**src/rtl/rr_select_arbiter.sv**
```systemverilog
// Round-robin arbiter driving the select of a downstream 8:1 registered mux.
// A grant is held until ack, until its request drops, or until TIMEOUT cycles elapse.
module rr_select_arbiter #(
   parameter int unsigned TIMEOUT = 16
) (
   input  logic       clock,
   input  logic       reset,
   input  logic [7:0] req,
   input  logic       ack,
   output logic [2:0] select,
   output logic       grant_valid,
   output logic [7:0] grant_onehot,
   output logic       timeout,
   output logic       fsm_state
);

   localparam logic [0:0] IDLE = 1'b0;
   localparam logic [0:0] GRANT = 1'b1;
   localparam logic [7:0] LAST_COUNT = 8'(TIMEOUT - 1);

   logic [0:0] state;
   logic [2:0] ptr;
   logic [7:0] count;
   logic [2:0] pick;
   logic       found;
   logic       rel_ack;
   logic       rel_drop;
   logic       rel_tmo;

   // First requesting channel in search order ptr, ptr+1, ... (mod 8).
   always_comb begin
      pick  = ptr;
      found = 1'b0;
      for (int i = 0; i < 8; i++) begin
         if (!found && req[3'(ptr + 3'(i))]) begin
            pick  = 3'(ptr + 3'(i));
            found = 1'b1;
         end
      end
   end

   assign rel_ack  = ack;
   assign rel_drop = !req[select];
   assign rel_tmo  = (count == LAST_COUNT);

   always_ff @(posedge clock) begin
      if (reset) begin
         state        <= IDLE;
         ptr          <= 3'd0;
         select       <= 3'd0;
         grant_valid  <= 1'b0;
         grant_onehot <= 8'd0;
         timeout      <= 1'b0;
         count        <= 8'd0;
      end else begin
         timeout <= 1'b0;
         case (state)
            IDLE: begin
               if (found) begin
                  select       <= pick;
                  grant_onehot <= 8'b1 << pick;
                  grant_valid  <= 1'b1;
                  count        <= 8'd0;
                  state        <= GRANT;
               end
            end
            GRANT: begin
               if (rel_ack || rel_drop || rel_tmo) begin
                  state        <= IDLE;
                  grant_valid  <= 1'b0;
                  grant_onehot <= 8'd0;
                  ptr          <= select + 3'd1;
                  count        <= 8'd0;
                  // Timeout flagged only when it is the sole release cause.
                  timeout      <= rel_tmo && !rel_ack && !rel_drop;
               end else begin
                  count <= count + 8'd1;
               end
            end
            default: state <= IDLE;
         endcase
      end
   end

   assign fsm_state = state;

endmodule

```
**config.mk**
```make
export PLATFORM = sky130hd
export DESIGN_NAME = rr_select_arbiter
export DESIGN_NICKNAME = d
export VERILOG_FILES = /design/src/rtl/rr_select_arbiter.sv
export SDC_FILE = /design/constraint.sdc
export NUM_CORES = 1
export LEC_CHECK = 0
export CORE_MARGIN = 8
export CORE_UTILIZATION = 50
export DETAILED_ROUTE_END_ITERATION = 10
export DONT_BUFFER_PORTS = 1
export PLACE_DENSITY = 0.71
export SLEW_MARGIN = 30
export SYNTH_ARGS = -nofsm -noshare
export SYNTH_HDL_FRONTEND = slang
export SYNTH_SLANG_ARGS = --single-unit
```
**constraint.sdc**
```tcl
create_clock -name clock -period 4.13 [get_ports clock]
set_input_delay 0.826 -clock clock [delete_from_list [all_inputs] [get_ports clock]]
set_output_delay 0.826 -clock clock [all_outputs]
set_load 0.1 [all_outputs]
```
Yosys cells after proc, flatten, opt, wreduce, memory -nomap -nowiden
Index checks and enable logic that the tools add are counted.
Widths: inputs -> output; s select.
Word-level totals
  input bits: 11
  output and inout bits: 14
  flip-flop bits (word level): 25
  logic and storage cells: 100
Cells by class
  shift-type cells: 1
  magnitude comparators: 9
  bitwise logic cells: 2
  multiplexer cells: 45
  reductions and logical operators: 24
  $add $sub $neg: 9
  equality and inequality tests: 3
Operator list (count)
  $lt 3x4->1 const B: 9
  $mux 8: 4
  $pmux 8 s2: 2
  $bmux 1 s3: 9
  $mux 1: 21
  $mux 3: 7
  $add 3x3->3 const B: 4
  $logic_and 1x1->1: 9
  $logic_not 1->1: 9
  $add 8x1->8 const B: 1
  $eq 8x4->1 const B: 1
  $shl 1x3->8 const A: 1
  $add 3x1->3 const B: 2
  $add 3x2->3 const B: 2
  $reduce_and 2->1: 3
  $pmux 1 s2: 2
  $reduce_or 3->1: 1
  $logic_or 1x1->1: 2
  $ne 2x1->1 const B: 1
  $ne 2x2->1 const B: 1
  $not 1->1: 2

Depth between registers and ports, before layout
Gate-level depths: netlist of the first run.
  depth in word-level cells: 27
  depth in mapped cells: 11
  gate-level depth less buffers: 9

Worst setup path before layout of the first run
OpenSTA, ideal clock, no wires.
  path kind: register to register
  start: register ptr[0]
  end: register grant_onehot[1]
  stages on the path, launching flop included: 12
  path slack: 0.858 ns
  buffers on the path: 2
  arrival: 3.185 ns
  data required time: 4.043 ns
  clock period less this slack: 3.272 ns
  library setup time: 0.087 ns
  cells stage by stage: dfxtp_1 buf_8 inv_8 ha_1 buf_4 mux2_1 mux4_2 nand2b_1 or4_1 a21oi_2 nand2_1 o31ai_1
On the way
  longest elaborated chain between the ends: 27
  elaborated cells between the ends (all ways): 57
  classes of those cells: add/sub: 7; eq/ne: 1; shift: 1; mux: 33; reduce/logical: 15
Ends and longest elaborated chain
  start: declaration: RTL line 22  | logic [2:0] ptr;
  start signal: assignment: RTL line 72  | ptr <= select + 3'd1;
  branches (longest 27 deep; another with $add 3x1->3)
  end signal: assignment: RTL line 61  | grant_onehot <= 8'b1 << pick;
  end: declaration: RTL line 12  | output logic [7:0] grant_onehot,
Several ways; the timed one is not identified. The select of a mux whose other input is x is not followed.
A chain may end at the register's enable or synchronous reset.

Worst setup path in the final report of the first run
  start: register ptr[0]
  end: register count[4]
On the way
  longest elaborated chain between the ends: 25
  elaborated cells between the ends (all ways): 46
  classes of those cells: add/sub: 7; eq/ne: 1; mux: 24; reduce/logical: 14
Ends and longest elaborated chain
  branches (longest 23 deep; another with $add 3x1->3)
  $mux 1 *: RTL line 35  | if (!found && req[3'(ptr + 3'(i))]) begin
  $ne 2x2->1 (no source line) *
  end signal: assignment: RTL line 77  | count <= count + 8'd1;
  end: declaration: RTL line 23  | logic [7:0] count;
Every way passes the cells marked *. The select of a mux whose other input is x is not followed.

==> flow_summary.toml, run 1 <==
[cts]
cts-root-buf = "clkbuf_8"
clk_pin_slew_ns = 0.08
cts_tree = "built"
clkLatencyLatePin_ns = 0.26
ctsHoldBuffers = 0
clockBufferDepth = 2
numClockSinks = 25
cts_setup_buffers = 0
cts_buffers = 3
h-tree-depth = 1
post_cts_resize_count = 0

[setup_path]
cp_max_fo = 12
cp.required_ns = 4.33
path_class = "reg2reg"
cpPeakStageDelay_ns = 0.77
worstSetupEndpointType = "register"
slowest_stage = "nor4_2"
cp.arrival_ns = 3.79
reg2regPathDepth = 9
cp_cell_sequence = "inv_8 -> ha_1 -> buf_4 -> mux2_1 -> mux4_2 -> nand2b_1 -> nor4_2 -> o21ai_0 -> a21oi_1"
worstSetupStartpointType = "register"

[power_and_ir_drop]
p_leak_nw = 0.826
powerDensity_mw_per_mm2 = 595
peakVddDrop_v = 0.000296

[timing]
clock_skew_ns = 0.00180
min_period_ns = 3.60
max_freq_mhz = 278
grt_setup_unrepaired = "false"
worstMarginPinSlew_ns = 0.978
maxSlewViolCount = 0
finalHoldViolCount = 0
finalSetupViolations = 0
relSlewSlack_pct = 34.7
setup_tns_ns = 0
timing.final.crit_share_pct = 87.1
setup_ws_ns = 0.532

[synthesis]
synth_area_leader_cell = "dfxtp_1"
synth_edf_count = 0
synth_area_leaders = "dfxtp_1, mux4_2, mux2i_1, mux4_1, nand2_1"
synth_area_mm2 = 0.00225
synthesis.nets = 249
syn_inst = 234
ys_types = 64
ys_ff_latch = 25
ys_top_cells_by_count = "dfxtp_1, nand2_1, nor2_1"
synth.top_cell.area_share_pct = 22.2
syn_area_per_cell_um2 = 9.62
yosysWarnings = 0
synth_most_common_cell = "dfxtp_1"
synth_ff_type = "dfxtp_1"
ys_seq_area_share_pct = 22.2
synth-async-reset-ratio_pct = 0

[min_path]
min_delay_path_depth = 2
hold_class = "reg2reg"

[outcome]
status = "finished, final reports clean"

[die]
fp.coreArea_mm2 = 0.00435
die_y_um = 83.1
initial_core_util_pct = 51.7
die_w_um = 83.1
num_rows = 24
die-area_mm2 = 0.00691
io_pins = 25

[finish]
multi_input_area_mm2 = 0.00163
layout.nets = 251
drive_gt1_share_pct = 19.1
diodes = 0
nFillCells = 387
area_growth_pct = 3.44
regArea_um2 = 500

[grt]
grt_overflow_total = 0
antenna_found_initial = 0
track_usage_pct = 15.3
grt_pass1_vias = 1843
grt_max_degree = 20
grt_pass1_wl_um = 9360

[flow_run]
max_cap_violations = 0

[detailed_routing]
dr.pass1.iters = 5
drt_drc_violations_left = 0
vias = 1917
drt_wl_total_um = 5340
detail-route-antenna-nets = 0
wl_per_cell_um = 18.6
drt_iter0_markers = 222
vias_per_cell = 6.68

[placement]
place_ws_ns = 0.601
dp_hpwl_um = 4030
port_buffers = 0
routabilityCongestion = 0.874
-- state kept, by name (all words and copies together), names as in the netlist --
name          cells
fsm_state         1
ptr               3
select            3
timeout           1
grant_valid       1
grant_onehot      8
count             8
-- layout by cell type, fill, tap and decap left out, types with 4 or more instances in the layout --
cell,instances
nor2_1,20
o21ai_0,9
inv_1,7
and3_1,6
mux2i_1,15
mux4_2,11
buf_4,7
nand2_1,20
o211ai_1,4
nand3_1,4
dfxtp_1,25
mux2_2,6
a21oi_1,13
o31ai_1,9
nand2b_1,5
ha_1,4
o22ai_1,4
mux2_1,4
-- through the flow --
step / std cells / hold slack (ns) / utilization, % / power (mW) / cell area, µm²
3_5_place_dp: 283 / 0.494 / 52.5 / 1.24 / 2280
6_report: 287 / 0.506 / 53.5 / 1.39 / 2330
5_1_grt: 287 / 0.558 / 53.5 / 1.48 / 2330
4_1_cts: 287 / 0.506 / 53.5 / 1.38 / 2330
3_3_place_gp: 283 / 0.468 / 52.5 / 1.23 / 2280
2_1_floorplan: 234 / 0.458 / - / 1.11 / 2250
-- power breakdown --
part | internal, mW | leakage (nW) | switching (mW)
sequential | 0.273 | 0.203 | 0.141
clock | 0.0687 | 0.0228 | 0.0695
combinational | 0.337 | 0.600 | 0.498
total | 0.678 | 0.826 | 0.709
-- critical path: cells and delay by family (launching register included) --
family	cells	cell delay (ns)
AND/OR/NAND/NOR	2	1.06
multiplexers	2	0.85
adder cells (fa/ha/maj)	1	0.46
flip-flops	1	0.44
AO/OA/AOI/OAI	2	0.37
buffers and inverters	2	0.35
-- logic make-up (layout without fill, tap and decap cells) --
logic type	count (synthesis)	count (layout)	share of synthesized area [%]
compound gates	68	68	23.2
xor+xnor	4	4	1.56
flops	25	25	22.2
buf+inv	18	19	5.44
simple gates	75	75	18.2
fa+ha+maj	4	4	2.22
mux	40	40	27.2
-- area by class of cell --
class | instances | share of cell area, %
timing repair buffer | 7 | 2.26
clock buffer | 4 | 1.93
sequential | 25 | 21.5
inverter | 8 | 1.61
tap | 52 | 2.79
multi-input combinational | 191 | 69.9
-- worst paths after layout --
| path | startpoint | end | slack (ns) |
|---|---|---|---|
| worst max-delay path | ptr[0] | count[4] | 0.53 |
| worst min-delay path | count[7] | count[7] | 0.51 |
| worst max register to register | ptr[0] | count[4] | 0.53 |
| worst min register to register | count[7] | count[7] | 0.51 |
-- layer usage --
layer	routed length, µm	vias up	global-route usage, %	part of all wire (%)
met4	40	0	2.24	0.75
met1	2490	934	21.0	47
met5	0	-	0	0
li1	-	923	-	-
met2	2500	54	24.0	47
met3	304	6	3.61	5.7
Power figures use the tool's default switching activity.
==> run 2, diff against run 1 <==
--- a/config.mk
+++ b/config.mk
@@ -12,3 +12,2 @@
 export PLACE_DENSITY = 0.71
-export SLEW_MARGIN = 30
 export SYNTH_ARGS = -nofsm -noshare
==> constraint.sdc (replaced) <==
create_clock -name clock -period 4.13 [get_ports clock]
set_input_delay 0.6195 -clock clock [delete_from_list [all_inputs] [get_ports clock]]
set_output_delay 0.6195 -clock clock [all_outputs]
set_load 0.1 [all_outputs]
==> results of run 2 <==
Same layout as run 1 (identical final DEF). Status: finished, final reports clean.
Main changes from that run: hold slack 0.506 ns -> 0.417 ns
